### src/rtl/cpu_io_pkg.sv
// Shared definitions for the memory-mapped I/O and interrupt controller.
// Holds the I/O word offsets, which are counted down from the top word
// address, the STATUS register bit positions and the read-select encoding.
package cpu_io_pkg;

    // Word offsets below the top (all-ones) word address
    localparam int unsigned OFF_OUT     = 0;
    localparam int unsigned OFF_IN      = 1;
    localparam int unsigned OFF_STATUS  = 2;
    localparam int unsigned OFF_MASK    = 3;
    localparam int unsigned OFF_CAPTURE = 4;

    // STATUS register bit positions
    localparam int unsigned ST_PENDING  = 0;
    localparam int unsigned ST_OVERFLOW = 1;

    // Read/write target selected by the address decoder
    typedef enum logic [2:0] {
        IO_RAM     = 3'd0,
        IO_OUT     = 3'd1,
        IO_IN      = 3'd2,
        IO_STATUS  = 3'd3,
        IO_MASK    = 3'd4,
        IO_CAPTURE = 3'd5
    } io_sel_e;

    // Interrupt handshake state
    typedef enum logic {
        IRQ_IDLE    = 1'b0,
        IRQ_PENDING = 1'b1
    } irq_state_e;

endpackage

### src/rtl/in_sync_change.sv
// Input synchronizer and change detector for the asynchronous board pins.
// Ports:
//   clock, reset   - clock and synchronous active-high reset
//   entrada_i      - asynchronous board input
//   in_sync_o      - synchronized input (last stage of the flop chain)
//   change_c       - combinational: synchronized input differs from the
//                    previous cycle's value, gated until warm-up completes
module in_sync_change
    import cpu_io_pkg::*;
#(
    parameter int unsigned NBITS       = 8,
    parameter int unsigned SYNC_STAGES = 2
) (
    input  logic             clock,
    input  logic             reset,
    input  logic [NBITS-1:0] entrada_i,
    output logic [NBITS-1:0] in_sync_o,
    output logic             change_c
);

    localparam int unsigned WARM_MAX = SYNC_STAGES + 1;
    localparam int unsigned CW       = $clog2(WARM_MAX + 1);

    logic [NBITS-1:0] sync_q [SYNC_STAGES];
    logic [NBITS-1:0] prev_q;
    logic [CW-1:0]    warm_q;
    logic [CW-1:0]    warm_d;
    logic             armed;

    // Warm-up counter saturates once the chain has flushed post-reset zeros
    always_comb begin
        warm_d = warm_q;
        if (warm_q != CW'(WARM_MAX)) begin
            warm_d = warm_q + CW'(1);
        end
    end

    always_ff @(posedge clock) begin
        if (reset) begin
            for (int i = 0; i < SYNC_STAGES; i++) begin
                sync_q[i] <= '0;
            end
            prev_q <= '0;
            warm_q <= '0;
        end else begin
            sync_q[0] <= entrada_i;
            for (int i = 1; i < SYNC_STAGES; i++) begin
                sync_q[i] <= sync_q[i-1];
            end
            prev_q <= sync_q[SYNC_STAGES-1];
            warm_q <= warm_d;
        end
    end

    assign armed     = (warm_q == CW'(WARM_MAX));
    assign in_sync_o = sync_q[SYNC_STAGES-1];
    assign change_c  = armed && (sync_q[SYNC_STAGES-1] != prev_q);

endmodule

### src/rtl/io_irq_controller.sv
// Memory-mapped I/O and interrupt controller sitting between the processor
// data port, the synchronous RAM and the board pins.
// Ports:
//   clock, reset     - clock and synchronous active-high reset
//   mem_address      - processor word address
//   mem_write_data   - processor write data
//   mem_write        - processor write strobe
//   mem_read_data    - read data to processor (1-cycle latency, like the RAM)
//   ram_read_data    - RAM q output
//   ram_wren         - RAM write enable (combinational, never for I/O words)
//   entrada          - asynchronous board input
//   saida            - board output register
//   interrupt        - interrupt request (pending && mask, from registers)
module io_irq_controller
    import cpu_io_pkg::*;
#(
    parameter int unsigned NBITS       = 8,
    parameter int unsigned SYNC_STAGES = 2
) (
    input  logic             clock,
    input  logic             reset,
    input  logic [NBITS-3:0] mem_address,
    input  logic [NBITS-1:0] mem_write_data,
    input  logic             mem_write,
    output logic [NBITS-1:0] mem_read_data,
    input  logic [NBITS-1:0] ram_read_data,
    output logic             ram_wren,
    input  logic [NBITS-1:0] entrada,
    output logic [NBITS-1:0] saida,
    output logic             interrupt
);

    localparam int unsigned AW = NBITS - 2;

    localparam logic [AW-1:0] ADDR_TOP     = {AW{1'b1}};
    localparam logic [AW-1:0] ADDR_OUT     = ADDR_TOP - AW'(OFF_OUT);
    localparam logic [AW-1:0] ADDR_IN      = ADDR_TOP - AW'(OFF_IN);
    localparam logic [AW-1:0] ADDR_STATUS  = ADDR_TOP - AW'(OFF_STATUS);
    localparam logic [AW-1:0] ADDR_MASK    = ADDR_TOP - AW'(OFF_MASK);
    localparam logic [AW-1:0] ADDR_CAPTURE = ADDR_TOP - AW'(OFF_CAPTURE);

    logic [NBITS-1:0] in_sync;
    logic             change;

    io_sel_e          sel_c;
    logic             clr_pend;
    logic             clr_ovf;

    irq_state_e       state_q,   state_d;
    logic             overflow_q, overflow_d;
    logic             mask_q,    mask_d;
    logic [NBITS-1:0] capture_q, capture_d;
    logic [NBITS-1:0] saida_q,   saida_d;
    logic             io_sel_q,  io_sel_d;
    logic [NBITS-1:0] rdata_q,   rdata_d;

    in_sync_change #(
        .NBITS       (NBITS),
        .SYNC_STAGES (SYNC_STAGES)
    ) u_in_sync_change (
        .clock     (clock),
        .reset     (reset),
        .entrada_i (entrada),
        .in_sync_o (in_sync),
        .change_c  (change)
    );

    // Address decode
    always_comb begin
        sel_c = IO_RAM;
        if (mem_address == ADDR_OUT) begin
            sel_c = IO_OUT;
        end else if (mem_address == ADDR_IN) begin
            sel_c = IO_IN;
        end else if (mem_address == ADDR_STATUS) begin
            sel_c = IO_STATUS;
        end else if (mem_address == ADDR_MASK) begin
            sel_c = IO_MASK;
        end else if (mem_address == ADDR_CAPTURE) begin
            sel_c = IO_CAPTURE;
        end
    end

    assign ram_wren = mem_write && (sel_c == IO_RAM);
    assign clr_pend = mem_write && (sel_c == IO_STATUS) && mem_write_data[ST_PENDING];
    assign clr_ovf  = mem_write && (sel_c == IO_STATUS) && mem_write_data[ST_OVERFLOW];

    // Next-state: writable registers, interrupt handshake and read capture
    always_comb begin
        state_d    = state_q;
        overflow_d = overflow_q;
        mask_d     = mask_q;
        capture_d  = capture_q;
        saida_d    = saida_q;
        io_sel_d   = (sel_c != IO_RAM);
        rdata_d    = '0;

        if (mem_write && (sel_c == IO_OUT)) begin
            saida_d = mem_write_data;
        end
        if (mem_write && (sel_c == IO_MASK)) begin
            mask_d = mem_write_data[0];
        end
        if (clr_ovf) begin
            overflow_d = 1'b0;
        end

        // A change always wins over a coincident clear
        case (state_q)
            IRQ_IDLE: begin
                if (change) begin
                    state_d   = IRQ_PENDING;
                    capture_d = in_sync;
                end
            end
            IRQ_PENDING: begin
                if (change && clr_pend) begin
                    capture_d = in_sync;
                end else if (change) begin
                    overflow_d = 1'b1;
                end else if (clr_pend) begin
                    state_d = IRQ_IDLE;
                end
            end
            default: state_d = IRQ_IDLE;
        endcase

        // Read value sampled from current registers, so same-cycle writes
        // are not visible until the following read
        case (sel_c)
            IO_OUT:     rdata_d = saida_q;
            IO_IN:      rdata_d = in_sync;
            IO_STATUS: begin
                rdata_d[ST_PENDING]  = (state_q == IRQ_PENDING);
                rdata_d[ST_OVERFLOW] = overflow_q;
            end
            IO_MASK:    rdata_d[0] = mask_q;
            IO_CAPTURE: rdata_d = capture_q;
            default:    rdata_d = '0;
        endcase
    end

    always_ff @(posedge clock) begin
        if (reset) begin
            state_q    <= IRQ_IDLE;
            overflow_q <= 1'b0;
            mask_q     <= 1'b0;
            capture_q  <= '0;
            saida_q    <= '0;
            io_sel_q   <= 1'b0;
            rdata_q    <= '0;
        end else begin
            state_q    <= state_d;
            overflow_q <= overflow_d;
            mask_q     <= mask_d;
            capture_q  <= capture_d;
            saida_q    <= saida_d;
            io_sel_q   <= io_sel_d;
            rdata_q    <= rdata_d;
        end
    end

    assign saida         = saida_q;
    assign interrupt     = (state_q == IRQ_PENDING) && mask_q;
    assign mem_read_data = io_sel_q ? rdata_q : ram_read_data;

endmodule

### config.mk
export PLATFORM = sky130hd
export DESIGN_NAME = io_irq_controller
export DESIGN_NICKNAME = d
export VERILOG_FILES = /design/src/rtl/cpu_io_pkg.sv /design/src/rtl/in_sync_change.sv /design/src/rtl/io_irq_controller.sv
export SDC_FILE = /design/constraint.sdc
export NUM_CORES = 1
export LEC_CHECK = 0
export CORE_AREA = 4 4 88 90
export CTS_CLUSTER_SIZE = 24
export DETAILED_ROUTE_END_ITERATION = 6
export DIE_AREA = 0 0 92 94
export GPL_TIMING_DRIVEN = 0
export PLACE_DENSITY = 0.55
export SETUP_SLACK_MARGIN = 0.2
export SYNTH_ARGS = -nofsm -noshare
export SYNTH_HDL_FRONTEND = slang
export SYNTH_SLANG_ARGS = --single-unit
### constraint.sdc
create_clock -name clock -period 3.9 [get_ports clock]
set_input_delay 0.78 -clock clock [delete_from_list [all_inputs] [get_ports clock]]
set_output_delay 0.78 -clock clock [all_outputs]
set_load 0.02 [all_outputs]
==> Yosys cells after proc, flatten, opt, wreduce, memory -nomap -nowiden <==
Memories as Yosys holds them, arrays and structs flattened.
Cells that the tools add are included.
Widths: inputs -> output; s select.
{ "classes": {"n_bitwise": 3, "magnitude_cmp": 0, "add_sub_neg": 1, "eq_ne": 15, "n_mul": 0, "n_div": 0, "n_reduce_logical": 12, "n_mux": 26, "n_shift": 0} }
{ "op_table": {"columns": ["operator", "count"], "rows": [
  ["$mux 8", 5],
  ["$eq 6x6->1 const B", 5],
  ["$pmux 6 s3", 1],
  ["$pmux 8 s2", 1],
  ["$mux 3", 5],
  ["$mux 1", 11],
  ["$logic_and 1x1->1", 9],
  ["$ne 8x8->1", 1],
  ["$eq 3x2->1 const B", 2],
  ["$eq 3x3->1 const B", 2],
  ["$pmux 1 s5", 1],
  ["$ne 2x2->1 const B", 2],
  ["$pmux 1 s4", 1],
  ["$eq 3x1->1 const B", 1],
  ["$logic_not 3->1", 1],
  ["$reduce_bool 3->1", 1],
  ["$add 2x1->2 const B", 1],
  ["$eq 2x2->1 const B", 1],
  ["$ne 2x1->1 const B", 1],
  ["$or 1x1->1", 2],
  ["$pmux 1 s2", 1],
  ["$reduce_and 2->1", 1],
  ["$not 1->1", 1]
]} }
{ "word_totals": {"mem_count": 1, "inputBits": 33, "rom_bits": 0, "out_inout_bits": 18, "wordCells": 67, "latch_bits": 0, "ramBits": 16, "reg_bits": 38} }
{ "memory_table": {"columns": ["memory", "words", "width", "read_ports", "rd_ports_with_merged_regs", "write_ports", "line", "rtl"], "rows": [
  ["u_in_sync_change.sync_q", 2, 8, 2, 0, 2, "in_sync_change.sv:24", "logic [NBITS-1:0] sync_q [SYNC_STAGES];"]
]} }

==> Longest topological paths before layout <==
{ "logic_depth": {"ltp_word": 13, "ltp_mapped": 6, "depth_no_buf": 4} }

==> Hierarchy <==
Synthesis repeated with hierarchy kept, for this count alone.
{ "hier_totals": {"hier_cells": 222, "hier_area_um2": 2230.9} }
{ "by_module_without_submodules": {"columns": ["module", "cells_each", "seq_area_each_um2", "area_each_um2", "instances"], "rows": [
  ["io_irq_controller", 146, 560.5, 1361.3, 1],
  ["in_sync_change", 76, 520.5, 869.6, 1]
]} }

==> Least setup slack after synthesis <==
OpenSTA, ideal clock, no wires.
{ "synth_timing": {"path_type": "in2out", "startpoint": "input port mem_address[1]", "endpoint": "output port ram_wren", "path_buffers": 2, "stages": 5, "path_slack_ps": 1486, "t_arrival_ps": 1634, "required_ps": 3120, "path_cell_list": "buf_6 > and4bb_2 > buf_4 > nor2_1 > and2_1"} }
{ "synth_between": {"elab_chain_len": 8} }
{ "synth_lines": {"columns": ["item", "line", "rtl"], "rows": [
  ["from (decl)", "io_irq_controller.sv:22", "input logic [NBITS-3:0] mem_address,"],
  ["$eq 6x6->1", "io_irq_controller.sv:79", "end else if (mem_address == ADDR_CAPTURE) begin"],
  ["$mux 3", "io_irq_controller.sv:79", null],
  ["$mux 3", "io_irq_controller.sv:77", "end else if (mem_address == ADDR_MASK) begin"],
  ["$mux 3", "io_irq_controller.sv:75", "end else if (mem_address == ADDR_STATUS) begin"],
  ["$mux 3", "io_irq_controller.sv:73", "end else if (mem_address == ADDR_IN) begin"],
  ["$mux 3 (*)", "io_irq_controller.sv:71", "if (mem_address == ADDR_OUT) begin"],
  ["$logic_not 3->1 (*)", "io_irq_controller.sv:84", "assign ram_wren = mem_write && (sel_c == IO_RAM);"],
  ["$logic_and 1x1->1 (*)", "io_irq_controller.sv:84", null],
  ["to (decl)", "io_irq_controller.sv:27", "output logic ram_wren,"]
]} }
Mark *: on every way between the ends. The rest lies on a longest branch, timed or not.

==> Final worst setup path <==
{ "layout_timing": {"startpoint": "input port mem_address[5]", "endpoint": "output port ram_wren"} }
The elaborated chain is that of the path after synthesis.

==> results.md <==
* Nets at 290
* DR pass1 iterations at 4
* Routed Antenna Nets at 0
* Setup TNS at 0 ns
* Cell variety after synth at 37
* Vias in the first global route at roughly 1500
* Status: finished, final reports clean
* Main flop type after synthesis: dfxtp_1
* Final critical-path required period at 3.464 ns
* WHS Path Cells at 1
* Syn nets at around 230
* HP Class: reg2reg
* Synth cell count leaders: 54 x dfxtp_1, 33 x nor2b_1, 16 x mux2_2
* CTS tree: done
* Share of cells above drive strength 1 at 13.28%
* Die area at 8648 um2
* Synth warn at 0
* Die width at a little over 90 um
* Synthesized flop and latch total at 54
* # setup viols final at 0
* CTS Buffer Depth at 2
* FMAX at about 290 MHz
* CTS sink cnt at between 50 and 60
* Worst skew pair latency at ~0.30 ns
* CTS buffer count at 5
* Chip height at 94 um
* Routed vias at approximately 1500
* Synth area leaders: dfxtp_1 51%, nor2b_1 9.7%, mux2_2 8.5%
* Number of flops mapped to enable cells by yosys at 0
* Num rows at 31
* Power Dens Cells at between 300 and 400 nW/um2
* Syn_area_per_cell at approximately 11 um2
* Mapped cell area at roughly 2100 um2
* Ant. Diodes at 0
* Worst slew pin tran at between 0.5 and 0.6 ns
* Boundary Pins at 51
* DR iter-0 viols at 61
* Final worst-path cycle share at 88.82%
* Crit Path Class: in2out
* Area post-placement at approximately 2700 um2
* RD Place Congestion at ~0.76
* Via density at around 4.3
* Reg2Reg Depth at 4
* Fill count at 739
* Crit start category: input pin
* WP data required at approximately 3.1 ns
* # port buffers at about 50
* Cell with the most instances after synthesis: dfxtp_1
* Clock Skews at around 0.0057 ns
* Largest net degree at the start of global routing at 16
* Antenna violations before repair at 0
* Fin area at 2825 um2
* Final Hold Viols at 0
* Congestion Overflow GR at 0
* Crit path capture type: primary output
* Post-CTS Repair Setup Buffers at 0
* Unrepaired setup endpoints after global routing: no
* CTS HTree Levels at 2
* Post-synth top area cell: dfxtp_1
* Worst EP arrival at about 2.7 ns
* Leakage at approximately 1 nW
* Async SR Flop Fraction at 0%
* Post-synth top area share at around half
* CTS root buf: clkbuf_8
* Gr usage total at a little over a tenth
* Final HPWL from detailed placement at roughly 3400 um
* Initial Utilization at 30.18%
* First-pass GRT wire length at slightly above 7000 um
* Cts repair resizes at 0
* Register area share after synthesis at 50.73%
* Area growth syn-to-layout at 32.59%
* Average wire per standard cell at 12.31 um
* Hold-fix buffers, CTS at 0
* Maximum vdd drop at ~0.21 mV
* DRT Wirelength at around 4400 um
* Synth Instances at 200
* # DRC at 0
* CP Max Fanout at 10
* Number of max-cap violations at 0
* Core footprint at 7059 um2
* Slew Limit Fails at 0
* Slew headroom at between 60% and 70%
* Clock slew at the register clock pins of the worst setup and hold paths at around 0.08 ns
==> final timing paths <==
path                                                    start                              to  slack [ns]
worst max-delay path                           mem_address[5]                        ram_wren        0.44
worst min-delay path            u_in_sync_change.sync_q[0][2]  u_in_sync_change.sync_q[0][10]        0.44
worst max register to register  u_in_sync_change.sync_q[0][8]                    capture_q[0]        2.30
worst min register to register  u_in_sync_change.sync_q[0][2]  u_in_sync_change.sync_q[0][10]        0.44
==> state kept, by name, summed over array words and instances (netlist names) <==
name and flops:
saida 8, mask_q 1, u_in_sync_change.warm_q 2, u_in_sync_change.prev_q 8, capture_q 8, state_q 1, io_sel_q 1, rdata_q 8
overflow_q 1, u_in_sync_change.sync_q 16
==> kinds of logic after synthesis <==
| group | share of synthesized area [%] |
|---|---|
| AO/OA/AOI/OAI | 8.339 |
| adder cells (fa/ha/maj) | 0.5871 |
| multiplexers | 13.74 |
| buffers and inverters | 2.936 |
| AND/OR/NAND/NOR | 19.97 |
| flip-flops | 50.73 |
| XOR/XNOR | 3.700 |
==> through the flow <==
stage	hold slack [ns]	util [%]	std cells	power, W	worst slack, ns
5_1_grt	0.4531	40.02	355	0.001042	0.3020
2_1_floorplan	0.4138	-	200	0.0006578	1.486
3_5_place_dp	0.4212	38.89	348	0.0007175	0.4218
6_report	0.4412	40.02	355	0.0009930	0.4360
4_1_cts	0.4436	40.02	355	0.001007	0.4153
3_3_place_gp	0.4201	38.89	348	0.0007160	0.4077
==> per-layer routing <==
metal,track usage (%),vias up,wire [um]
li1,-,794,-
met1,14.11,687,2084
met2,16.85,41,1953
met3,3.125,6,253
met4,4.827,0,78
met5,0,-,0
==> final cells by class <==
type | count | area [um2] | area share (%)
clock inverter | 1 | 7.507 | 0.2657
tap | 99 | 123.9 | 4.384
sequential | 54 | 1081 | 38.26
timing repair buffer | 49 | 490.5 | 17.36
clock buffer | 6 | 72.57 | 2.569
inverter | 1 | 3.754 | 0.1329
buffer | 11 | 58.81 | 2.081
multi-input combinational | 134 | 987.2 | 34.94
==> power breakdown <==
part	switching, W	internal [W]	total, W
sequential	0.00000945	0.000569	0.000578
combinational	0.0000533	0.0000711	0.000124
clock	0.000167	0.000123	0.000290
total	0.000230	0.000763	0.000993
==> cells in the final DEF (no fill, tap or decap), types with 2 or more instances in the layout <==
cell / Yosys / final
mux2i_1: 9 / 9
mux2_2: 16 / 16
clkdlybuf4s50_1: 0 / 49
o21ai_0: 3 / 3
nor2b_1: 33 / 33
nor2_1: 14 / 14
xnor2_1: 8 / 8
buf_4: 2 / 2
a21oi_1: 10 / 10
buf_2: 2 / 2
nand3_1: 3 / 3
and2_1: 2 / 2
clkbuf_1: 5 / 6
nand4_1: 3 / 3
a22oi_1: 7 / 7
clkbuf_8: 0 / 5
dfxtp_1: 54 / 54
nand2_1: 8 / 8
==> worst max-delay path, cell delays in order <==
cell and delay (ns):
clkdlybuf4s50_1 0.48, nand3_1 0.11, and4bb_2 0.23, buf_4 0.17, nor2_1 0.16, and2_1 0.15
clkdlybuf4s50_1 0.60
Note: power is estimated with default switching activity, not from simulation.
